$ cat src/rtl/signmag_add_arbiter.sv
// signmag_add_arbiter: two requesters share one registered sign-magnitude
// adder through a round-robin arbiter. Each result goes back with the ID of
// the requester that produced it.
// Optional feature: define SIGNMAG_OVF_EN to add the res_ovf output, which
// reports the carry-out of a same-sign magnitude add.

// Combinational sign-magnitude adder (bit N-1 = sign, N-2..0 = magnitude).
module signmag_add_core #(
    parameter int N = 4
) (
    input  logic [N-1:0] i_a,
    input  logic [N-1:0] i_b,
    output logic [N-1:0] o_sum,
    output logic         o_carry
);
    logic [N-2:0] w_ma;
    logic [N-2:0] w_mb;
    logic [N-2:0] w_max;
    logic [N-2:0] w_min;
    logic         w_sign;
    logic         w_same;
    logic [N-1:0] w_add;
    logic [N-2:0] w_sub;

    assign w_ma   = i_a[N-2:0];
    assign w_mb   = i_b[N-2:0];
    assign w_same = (i_a[N-1] == i_b[N-1]);

    // Order the magnitudes. A tie takes B's sign, so +x + -x gives -0
    // when B is the negative operand. Negative zero is not normalised.
    always_comb begin
        if (w_ma > w_mb) begin
            w_max  = w_ma;
            w_min  = w_mb;
            w_sign = i_a[N-1];
        end else begin
            w_max  = w_mb;
            w_min  = w_ma;
            w_sign = i_b[N-1];
        end
    end

    // Add one extra bit so the carry-out is visible. The magnitude itself wraps.
    assign w_add   = {1'b0, w_max} + {1'b0, w_min};
    assign w_sub   = w_max - w_min;
    assign o_sum   = {w_sign, (w_same ? w_add[N-2:0] : w_sub)};
    assign o_carry = w_same & w_add[N-1];
endmodule

module signmag_add_arbiter #(
    parameter int N = 4
) (
    input  logic         clk,
    input  logic         rst,
    input  logic         req0_valid,
    output logic         req0_ready,
    input  logic [N-1:0] req0_a,
    input  logic [N-1:0] req0_b,
    input  logic         req1_valid,
    output logic         req1_ready,
    input  logic [N-1:0] req1_a,
    input  logic [N-1:0] req1_b,
    output logic         res_valid,
    input  logic         res_ready,
    output logic [N-1:0] res_data,
    output logic         res_id
`ifdef SIGNMAG_OVF_EN
    ,
    output logic         res_ovf
`endif
);
    typedef enum logic [1:0] {
        IDLE = 2'd0,
        CALC = 2'd1,
        HOLD = 2'd2
    } state_t;

    state_t       r_state;
    state_t       w_next;
    logic [N-1:0] r_a;
    logic [N-1:0] r_b;
    logic         r_id;
    logic         r_last_grant;
    logic [N-1:0] r_res_data;
    logic         r_res_id;
    logic         r_res_valid;
    logic         w_grant;
    logic         w_idle;
    logic         w_hs;
    logic [N-1:0] w_sum;
    logic         w_carry;

    // Round-robin pick: a single valid requester wins outright. When both
    // are valid, the winner is the one not granted last time.
    always_comb begin
        w_grant = 1'b0;
        if (req0_valid && req1_valid)
            w_grant = ~r_last_grant;
        else if (req1_valid)
            w_grant = 1'b1;
    end

    // Readys are high only in IDLE, so a result consumed this cycle cannot
    // open a path from res_ready to reqX_ready.
    assign w_idle     = (r_state == IDLE);
    assign req0_ready = w_idle && !w_grant && req0_valid;
    assign req1_ready = w_idle &&  w_grant && req1_valid;
    assign w_hs       = req0_ready | req1_ready;

    // Next state: accept -> one compute cycle -> hold until consumed.
    always_comb begin
        w_next = r_state;
        case (r_state)
            IDLE:    if (w_hs) w_next = CALC;
            CALC:    w_next = HOLD;
            HOLD:    if (res_ready) w_next = IDLE;
            default: w_next = IDLE;
        endcase
    end

    // State register.
    always_ff @(posedge clk or posedge rst) begin
        if (rst) r_state <= IDLE;
        else     r_state <= w_next;
    end

    // Capture the granted operands and ID on the handshake edge. After reset,
    // last_grant is 1, so requester 0 wins the first contest.
    always_ff @(posedge clk or posedge rst) begin
        if (rst) begin
            r_a          <= '0;
            r_b          <= '0;
            r_id         <= 1'b0;
            r_last_grant <= 1'b1;
        end else if (w_hs) begin
            r_a          <= w_grant ? req1_a : req0_a;
            r_b          <= w_grant ? req1_b : req0_b;
            r_id         <= w_grant;
            r_last_grant <= w_grant;
        end
    end

    signmag_add_core #(.N(N)) u_core (
        .i_a     (r_a),
        .i_b     (r_b),
        .o_sum   (w_sum),
        .o_carry (w_carry)
    );

    // Register the result in CALC. Clear valid when the consumer takes it in HOLD.
    always_ff @(posedge clk or posedge rst) begin
        if (rst) begin
            r_res_data  <= '0;
            r_res_id    <= 1'b0;
            r_res_valid <= 1'b0;
        end else if (r_state == CALC) begin
            r_res_data  <= w_sum;
            r_res_id    <= r_id;
            r_res_valid <= 1'b1;
        end else if (r_state == HOLD && res_ready) begin
            r_res_valid <= 1'b0;
        end
    end

    assign res_valid = r_res_valid;
    assign res_data  = r_res_data;
    assign res_id    = r_res_id;

`ifdef SIGNMAG_OVF_EN
    logic r_res_ovf;

    // Overflow flag is captured with the data and stays stable through HOLD.
    always_ff @(posedge clk or posedge rst) begin
        if (rst)                   r_res_ovf <= 1'b0;
        else if (r_state == CALC)  r_res_ovf <= w_carry;
    end

    assign res_ovf = r_res_ovf;
`else
    logic w_unused_carry;
    assign w_unused_carry = w_carry;
`endif
endmodule

$ cat config.mk
export PLATFORM = sky130hd
export DESIGN_NAME = signmag_add_arbiter
export DESIGN_NICKNAME = d
export VERILOG_FILES = /design/src/rtl/signmag_add_arbiter.sv
export SDC_FILE = /design/constraint.sdc
export NUM_CORES = 1
export LEC_CHECK = 0
export ABC_AREA = 1
export BUFFER_PORTS_ARGS = -buffer_cell sky130_fd_sc_hd__buf_4
export CAP_MARGIN = 20
export CORE_MARGIN = 2
export CORE_UTILIZATION = 49
export CTS_BUF_LIST = sky130_fd_sc_hd__clkbuf_8
export DETAILED_ROUTE_END_ITERATION = 8
export HOLD_SLACK_MARGIN = 0.02
export PLACE_DENSITY = 0.88
export SLEW_MARGIN = 40
export SYNTH_ARGS = -nofsm -noshare
export SYNTH_HDL_FRONTEND = slang
export SYNTH_SLANG_ARGS = --single-unit
$ cat constraint.sdc
create_clock -name clk -period 2.4 [get_ports clk]
set_clock_uncertainty 0.05 [all_clocks]
set_input_delay 0 -clock clk [delete_from_list [all_inputs] [get_ports clk]]
set_output_delay 0 -clock clk [all_outputs]
set_load 0.05 [all_outputs]
==> results.md, run 1 <==
* RSZ-0062 raised after global routing: yes
* Initial DRC Count at 17
* Slew HR at 56.2%
* Syn avg cell area at 7.94 um2
* Post-route ant nets at 0
* CP Cell Sequence: ha_4, a21oi_2, nand2_2, nand2_4, nand2_2, and2_4, ha_4, or2_4, nand2_2, fa_2, inv_2, nand3_2, nand2_1, nand2_1, nand3_1, nand2_1
* Tmin final at 2.58 ns
* Flops & latches, synth at 18
* Die Area at 0.00265 mm2
* Period utilization at 108%
* Antenna Cells at 0
* Crit Path Max Fanout at 5
* GP Congestion at 0.837
* Final Hold Fails at 0
* Critical Path RT at 2.51 ns
* Drt first pass iters at 4
* Library cells used by synthesis at 21
* Slew @ Worst Pin at 0.657 ns
* Clk_lat worst skew at 0.26 ns
* H-tree Lvls at 1
* Outcome: finished, violations left
* Synth area leaders: dfrtp_1 39%, nand2_1 18%, nand3_1 5.9%
* Remaining DRCs at 0
* CP endpoint kind: register
* Synth area leader: dfrtp_1
* Setup WS pre-CTS at -0.112 ns
* CP max stage cell: dfrtp_1
* Top cell type's share of synthesized area at 38.5%
* R2r setup slk at -0.18 ns
* FILL cells at 143
* Area Growth Syn to Fin at 54.5%
* Yosys warns at 0
* Half-perimeter wire length after placement at 1800 um
* Fin. max-slew vios at 0
* Fin Hold WS at 0.0284 ns
* Setup-failing EPs final at 2
* Routed WL at 2980 um
* Clock sink count at 18
* Setup tns final at -0.264 ns
* Root Driver: clkbuf_8
* GR Overflow Total at 0
* Largest net degree at the start of global routing at 19
* Fmax at 388 MHz
* Failing checks: setup timing
* Total placed instance area at 0.00140 mm2
* First-pass GRT wire length at 4620 um
* Die Ht at 51.5 um
* Worst path arrival time at 2.69 ns
* Vias in the first global route at 1076
* Total GRT Usage at 24.6%
* Worst-path clk slew at 0.07 ns
* Fraction of layout cells with a size suffix above 1 at 38.1%
* CTS Buf Count at 3
* Design area at 0.00171 mm2
* Num rows at 17
* Crit path launch type: register
* CP peak stage delay at 0.43 ns
* PD cells at 1620 mW/mm2
* IO buf count at 28
* Io pins at 29
* Max rail drop VDD at 0.992 mV
* Maxcap violations at 0
* Worst hold path class: in2reg
* Seq/Total Area, Yosys at 40.9%
* Nets at 225
* CTS tree: done
* Chip width at 51.5 um
* Initial antenna violation count at 0
* CTS max path bufs at 2
* Via count at 1129
* Leakage power at 0.894 nW
* Post-DR wirelength/cell at 13.2 um
* Mapped Nets at 166
* CP Class: reg2reg
* Initial core utilization at 50.9%
* DR vias/cell at 5.02
* Cell Area, Synth at 0.00110 mm2
* PnR worst setup slack at -0.180 ns
* Core area at 0.00217 mm2
* Cells after Synth at 139
[cell type report]
cell class | count | area [um2] | area share [%]
Timing Repair Buffer | 55 | 458 | 26.9
Multi-Input combinational cell | 102 | 633 | 37.1
Tap cell | 28 | 35.0 | 2.05
Sequential cell | 18 | 452 | 26.5
Inverter | 18 | 72.6 | 4.26
Clock buffer | 4 | 55.1 | 3.23
[metrics by stage]
step	total power [mW]	utilization [%]	instances
global placement	2.05	64.5	200
floorplan	1.75	-	139
global route	2.96	78.6	225
finish	2.75	78.6	225
CTS	2.52	76.3	223
detailed placement	2.15	64.5	200
[worst paths after layout]
kind / start / to / cells past startpoint
worst max-delay path: r_a[2] / res_data[2] / 16
worst min-delay path: req1_b[0] / r_b[0] / 4
worst max register to register: r_a[2] / res_data[2] / 16
worst min register to register: res_data[2] / res_data[2] / 2
max in group asynchronous: rst / r_a[3] / 3
min in group asynchronous: rst / res_data[1] / 3
[cells in the final DEF (no fill, tap or decap)]
master,n
nand2_1,50
buf_4,37
dlygate4sd3_1,18
dfrtp_1,17
inv_1,15
nand3_1,11
nand2_2,7
o21ai_2,6
o21ai_0,4
nand2_4,4
clkbuf_8,4
o21ai_1,3
ha_4,3
inv_2,2
nand3_2,2
ha_1,2
nor2_2,1
inv_6,1
or2_2,1
nor2_4,1
o211ai_2,1
a21oi_2,1
and2_4,1
or2_4,1
nor2_1,1
a21oi_1,1
fa_2,1
dfstp_2,1
[synthesized netlist by cell type]
master	number
nand2_1	54
dfrtp_1	17
inv_1	17
nand3_1	13
o21ai_0	6
o21ai_2	6
ha_1	5
nand2_2	4
nand2_4	3
a21oi_1	2
or2_2	2
and2_1	1
buf_12	1
dfstp_2	1
fa_1	1
inv_6	1
nor2_1	1
nor2_2	1
nor2_4	1
o211ai_2	1
o21ai_1	1
[per-layer routing]
metal / vias to the layer above / share of wire [%] / GRT usage, %
met1: 518 / 35 / 24.4
met5: - / 0 / 0
met3: 9 / 5.2 / 4.09
li1: 553 / - / -
met2: 49 / 57 / 46.8
met4: 0 / 2.7 / 14.5
[repair_timing]
| item | CTS | global route |
|---|---|---|
| endpoints found under the hold margin | 28 | 0 |
| hold buffers | 18 | 0 |
| buffers inserted | 1 | 2 |
| gates cloned | 0 | 0 |
| resized for setup | 4 | 6 |
| setup endpoints to repair | 2 | 2 |
| pin swaps | 1 | 9 |
[where the power goes]
part	internal, mW	switching, mW
Combinational	0.810	1.12
Sequential	0.461	0.104
Clock	0.146	0.109
Total	1.42	1.34
[critical path: cells and delay by family, from the launching register on]
family / cells / cell delay (ns)
AOI/OAI and AO/OA: 1 / 0.15
and+or+nand+nor: 11 / 0.85
adders and majority gates: 3 / 0.94
buffers and inverters: 1 / 0.07
DFF: 1 / 0.43
[state kept, by name, indices dropped and copies added, names as in the netlist]
register	flops
r_id	1
res_id	1
res_data	4
res_valid	1
r_b	4
r_last_grant	1
r_a	4
r_state	2
[cell families (layout without fill, tap and decap cells)]
| kind of cell | Yosys count | count (layout) | synth area share (%) |
|---|---|---|---|
| adder cells (fa/ha/maj) | 6 | 6 | 7.48 |
| flip-flops | 18 | 18 | 40.9 |
| AND/OR/NAND/NOR | 80 | 80 | 33.2 |
| buffers and inverters | 19 | 77 | 8.39 |
| AO/OA/AOI/OAI | 16 | 16 | 9.98 |
(Power assumes the default switching activity.)
==> inputs of run 2 (changes only) <==
CTS_BUF_LIST = sky130_fd_sc_hd__clkbuf_4   (was sky130_fd_sc_hd__clkbuf_8)
PLACE_DENSITY = 0.81   (was 0.88)
==> results.md, run 2 (same netlist as run 1, synthesis figures left out) <==
* Total GRT Usage at 23.6% (was 24.6%)
* Worst path arrival time at 2.67 ns (was 2.69 ns)
* Final Hold Fails at 0 (unchanged)
* Core area at 0.00217 mm2 (unchanged)
* Area Growth Syn to Fin at 54.8% (was 54.5%)
* Post-route ant nets at 0 (unchanged)
* IO buf count at 28 (unchanged)
* Setup-failing EPs final at 2 (unchanged)
* Crit path launch type: register (unchanged)
* Most common cell after layout, fill and taps aside: nand2_1 (unchanged)
* PnR worst setup slack at -0.115 ns (was -0.180 ns)
* CP peak stage delay at 0.43 ns (about the same)
* Nets at 228 (was 225)
* GR Overflow Total at 0 (unchanged)
* Period utilization at 105% (was 108%)
* Int Pwr at 1.38 mW (was 1.42 mW)
* PD cells at 1560 mW/mm2 (was 1620 mW/mm2)
* CP Class: reg2reg (unchanged)
* Half-perimeter wire length after placement at 1710 um (was 1800 um)
* CP bufs+invs at 1 (unchanged)
* CP endpoint kind: register (unchanged)
* CTS Buf Count at 3 (unchanged)
* Crit-path leading delay family: adder cells (unchanged)
* Fin util at 78.7% (was 78.6%)
* Chip width at 51.5 um (unchanged)
* Initial antenna violation count at 0 (unchanged)
* Largest net degree at the start of global routing at 19 (unchanged)
* Root Driver: clkbuf_4 (was clkbuf_8)
* Tmin final at 2.52 ns (was 2.58 ns)
* CTS max path bufs at 2 (unchanged)
* Slew HR at 54.6% (was 56.2%)
* Maxcap violations at 0 (unchanged)
* Die Area at 0.00265 mm2 (unchanged)
* Clock power share at 6.0% (was 9.3%)
* CTS tree: done (unchanged)
* Drt first pass iters at 3 (was 4)
* Via count at 1083 (was 1129)
* Flop pwr share at 21.0% (was 20.5%)
* Clk_lat worst skew at 0.30 ns (was 0.26 ns)
* Die Ht at 51.5 um (unchanged)
* Critical Path RT at 2.55 ns (was 2.51 ns)
* Failing checks: setup timing (unchanged)
* Crit Path Max Fanout at 4 (was 5)
* Fin. max-slew vios at 0 (unchanged)
* First-pass GRT wire length at 4520 um (was 4620 um)
* Switching Fraction at 48.4% (was 48.6%)
* Slew @ Worst Pin at 0.681 ns (was 0.657 ns)
* Leakage power at 0.895 nW (was 0.894 nW)
* CP max stage cell: dfrtp_1 (unchanged)
* Logic pwr share at 73.0% (was 70.2%)
* DR vias/cell at 4.75 (was 5.02)
* Max rail drop VDD at 0.961 mV (was 0.992 mV)
* Initial DRC Count at 9 (was 17)
* Fin Hold WS at 0.111 ns (was 0.0284 ns)
* Antenna Cells at 0 (unchanged)
* RSZ-0062 raised after global routing: yes (unchanged)
* Num rows at 17 (unchanged)
* P_sw at 1.29 mW (was 1.34 mW)
* Initial core utilization at 50.9% (unchanged)
* Worst hold path class: in2reg (unchanged)
* Most frequent cells in the layout: 50 x nand2_1, 38 x buf_4, 20 x dlygate4sd3_1, 17 x dfrtp_1, 15 x inv_1 (was 50 x nand2_1, 37 x buf_4, 18 x dlygate4sd3_1, 17 x dfrtp_1, 15 x inv_1)
* Vias in the first global route at 1076 (unchanged)
* H-tree Lvls at 1 (unchanged)
* Worst-path clk slew at 0.11 ns (was 0.07 ns)
* Outcome: finished, violations left (unchanged)
* Fmax at 398 MHz (was 388 MHz)
* GP Congestion at 0.812 (was 0.837)
* Clock sink count at 18 (unchanged)
* CP Cell Sequence: ha_4, a21oi_2, nand2_2, nand2_2, nand2_2, and2_4, ha_4, or2_4, nand2_4, fa_2, inv_2, nand3_2, nand2_1, nand2_1, nand3_1, nand2_1 (was ha_4, a21oi_2, nand2_2, nand2_4, nand2_2, and2_4, ha_4, or2_4, nand2_2, fa_2, inv_2, nand3_2, nand2_1, nand2_1, nand3_1, nand2_1)
* Fraction of layout cells with a size suffix above 1 at 38.0% (was 38.1%)
* Routed WL at 2680 um (was 2980 um)
* Io pins at 29 (unchanged)
* Post-DR wirelength/cell at 11.8 um (was 13.2 um)
* Remaining DRCs at 0 (unchanged)
run 2: path summary, 6_finish.rpt:
path | depth (start not counted) | from | slack, ns | end
min | 5 | req1_valid | 0.11 | r_last_grant
max in group asynchronous | 3 | rst | 1.57 | r_b[2]
min reg2reg | 2 | res_data[2] | 0.44 | res_data[2]
min in group asynchronous | 3 | rst | 0.30 | res_id
max | 16 | r_a[2] | -0.12 | res_data[2]
max reg2reg | 16 | r_a[2] | -0.12 | res_data[2]
run 2: through the flow:
step / setup slack, ns / power [mW] / setup TNS (ns) / instances / cell area, um2
3_5_place_dp: -0.0764 / 2.13 / -0.138 / 200 / 1400
3_3_place_gp: 0.00446 / 2.06 / 0 / 200 / 1400
4_1_cts: -0.0668 / 2.49 / -0.129 / 227 / 1670
5_1_grt: -0.248 / 2.94 / -0.424 / 228 / 1710
2_1_floorplan: 0.0104 / 1.75 / 0 / 139 / 1130
6_report: -0.115 / 2.67 / -0.169 / 228 / 1710
run 2: area by class of cell:
class                      count  area [um2]
sequential                    18         452
multi-input combinational    102         637
tap                           28        35.0
clock buffer                   3        22.5
inverter                      18        72.6
timing repair buffer          58         485
fill                         152         462
clock inverter                 1        3.75
run 2: timing repair:
item	4_1_cts	5_1_grt
hold buffers	20	0
setup endpoints to repair	2	2
hold endpoints to repair	28	0
resized for setup	4	7
setup buffers	3	1
pin swaps	2	10
run 2: tightest hold or removal path: stages:
cell	delay, ns
buf_4	0.12
nand2_4	0.12
inv_6	0.07
nand2_4	0.10
nand2_1	0.06
run 2: per-layer routing:
layer / track usage (%) / up-vias / part of all wire, %
li1: - / 554 / -
met1: 27.7 / 495 / 40
met2: 40.6 / 28 / 54
met3: 3.51 / 6 / 3.4
met4: 13.6 / 0 / 2.5
met5: 0 / - / 0
run 2: power by group through the flow:
stage / Combinational [mW] / Sequential (mW) / Clock [mW]
finish: 1.95 / 0.560 / 0.160
detailed placement: 1.56 / 0.562 / 0
floorplan: 1.03 / 0.720 / 0
global route: 2.18 / 0.579 / 0.180
global placement: 1.51 / 0.553 / 0
CTS: 1.77 / 0.555 / 0.163
==> inputs of run 3 (changes only) <==
GPL_TIMING_DRIVEN = 0   (was default)
==> results.md, run 3 (same netlist as run 1, synthesis figures left out) <==
* Fraction of layout cells with a size suffix above 1 at 40.0% (was 38.0%)
* Worst Hold Path EP: r_last_grant (unchanged)
* Routed WL at 2890 um (was 2680 um)
* H-tree Lvls at 1 (unchanged)
* Clk_lat worst skew at 0.31 ns (was 0.30 ns)
* Vias in the first global route at 1087 (was 1076)
* Setup WS pre-CTS at -0.159 ns (was -0.0764 ns)
* Post-DR wirelength/cell at 12.7 um (was 11.8 um)
* First-pass GRT wire length at 4790 um (was 4520 um)
* Wl on met1 at 1090 um (was 1070 um)
* PnR worst setup slack at -0.0867 ns (was -0.115 ns)
* Nets at 228 (unchanged)
* Fin. max-slew vios at 0 (unchanged)
* Core area at 0.00217 mm2 (unchanged)
* Initial antenna violation count at 0 (unchanged)
* Period utilization at 104% (was 105%)
* Maxcap violations at 0 (unchanged)
* GR Overflow Total at 0 (unchanged)
* IO buf count at 28 (unchanged)
* Tmin final at 2.49 ns (was 2.52 ns)
* Outcome: finished, violations left (unchanged)
* CTS tree: done (unchanged)
* Worst R2R End: res_data[2] (unchanged)
* Crit path launch type: register (unchanged)
* CTS max path bufs at 2 (unchanged)
* Leakage power at 0.899 nW (was 0.895 nW)
* Io pins at 29 (unchanged)
* Crit Path Max Fanout at 6 (was 4)
* Num rows at 17 (unchanged)
* Chip width at 51.5 um (unchanged)
* Worst-path clk slew at 0.11 ns (about the same)
* Met2 routed WL at 1520 um (was 1460 um)
* Remaining DRCs at 0 (unchanged)
* PD cells at 1620 mW/mm2 (was 1560 mW/mm2)
* Die Ht at 51.5 um (unchanged)
* Largest net degree at the start of global routing at 19 (unchanged)
* Worst path arrival time at 2.66 ns (was 2.67 ns)
* RSZ-0062 raised after global routing: yes (unchanged)
* Final Hold Fails at 0 (unchanged)
* Worst R2R Path Depth at 17 (was 16)
* Worst hold path depth at 5 (unchanged)
* Setup-failing EPs final at 2 (unchanged)
* Die Area at 0.00265 mm2 (unchanged)
* R2r setup slk at -0.09 ns (was -0.12 ns)
* Critical Path RT at 2.57 ns (was 2.55 ns)
* Area Growth Syn to Fin at 57.4% (was 54.8%)
* Fmax at 402 MHz (was 398 MHz)
* GP Congestion at 0.877 (was 0.812)
* Post-route ant nets at 0 (unchanged)
* CP endpoint kind: register (unchanged)
* Metal3 WL at 153 um (was 90 um)
* Clock sink count at 18 (unchanged)
* CTS Buf Count at 3 (unchanged)
* Root Driver: clkbuf_4 (unchanged)
* Worst r2r src: r_b[1] (was r_a[2])
* Max rail drop VDD at 0.917 mV (was 0.961 mV)
* Drt first pass iters at 4 (was 3)
* DR top layer: met4 (unchanged)
* Failing checks: setup timing (unchanged)
* Slew HR at 54.8% (was 54.6%)
* Initial DRC Count at 17 (was 9)
* Most frequent cells in the layout: 50 x nand2_1, 37 x buf_4, 20 x dlygate4sd3_1, 17 x dfrtp_1, 13 x inv_1 (was 50 x nand2_1, 38 x buf_4, 20 x dlygate4sd3_1, 17 x dfrtp_1, 15 x inv_1)
* Antenna Cells at 0 (unchanged)
* Most common cell after layout, fill and taps aside: nand2_1 (unchanged)
* Via count at 1128 (was 1083)
* CP Class: reg2reg (unchanged)
* Initial core utilization at 50.9% (unchanged)
* Hold Startpoint: req1_valid (unchanged)
* Fin util at 80.0% (was 78.7%)
* Worst hold path class: in2reg (unchanged)
* Slew @ Worst Pin at 0.677 ns (was 0.681 ns)
* Half-perimeter wire length after placement at 1670 um (was 1710 um)
* Total GRT Usage at 25.0% (was 23.6%)
* DR vias/cell at 4.95 (was 4.75)
run 3: how the worst max path moves through the flow:
stage / from / end / slack (ns) / cells past startpoint
CTS: r_a[2] / res_data[2] / -0.07 / 16
global placement: r_b[1] / res_data[2] / -0.09 / 17
global route: r_b[2] / res_data[2] / -0.18 / 17
detailed placement: r_b[1] / res_data[2] / -0.16 / 17
floorplan: r_b[2] / res_data[2] / 0.01 / 17
finish: r_b[1] / res_data[2] / -0.09 / 17
run 3: area by class of cell:
cell class                 count  area [um2]
multi-input combinational    102         653
timing repair buffer          57         478
sequential                    18         452
fill                         153         433
inverter                      18        72.6
tap                           28        35.0
clock buffer                   3        22.5
buffer                         1        20.0
clock inverter                 1        3.75
run 3: metrics by stage:
step / hold slack (ns) / power (mW) / TNS (ns) / std cells / cell area, um2
final: 0.0913 / 2.82 / -0.120 / 228 / 1740
after global placement: 0.0707 / 2.01 / -0.132 / 195 / 1380
after CTS: 0.0894 / 2.60 / -0.112 / 226 / 1710
after floorplan: -0.112 / 1.75 / 0 / 139 / 1130
after detailed placement: 0.0809 / 2.09 / -0.298 / 195 / 1380
after global routing: 0.115 / 3.04 / -0.297 / 228 / 1740
run 3: power breakdown:
group	switching, mW	total, mW	internal (mW)
registers	0.108	0.569	0.460
logic	1.17	2.08	0.916
clock network	0.105	0.166	0.0610
total	1.38	2.82	1.44
run 3: per-layer routing:
metal / vias to the layer above / global-route usage [%]
met4: 0 / 14.0
met5: - / 0
met2: 45 / 45.9
li1: 560 / -
met1: 512 / 26.9
met3: 11 / 3.51
run 3: worst max-delay path, stage by stage, from the launching register on:
cell     delay (ns)
dfrtp_1        0.41
inv_2          0.12
ha_4           0.22
nand3_1        0.10
nand2_2        0.09
nand2_4        0.10
nand2_2        0.06
and2_4         0.14
ha_4           0.26
or2_4          0.10
nand2_2        0.04
fa_2           0.36
inv_2          0.06
nand3_2        0.06
nand2_1        0.06
nand2_1        0.04
nand3_1        0.06
nand2_1        0.05
run 3: what timing repair did:
action	in CTS	in global routing
endpoints found under the hold margin	28	0
hold buffers	20	0
gates resized for setup	13	2
setup buffers	7	2
pin swaps	10	4
setup endpoints to repair	2	2
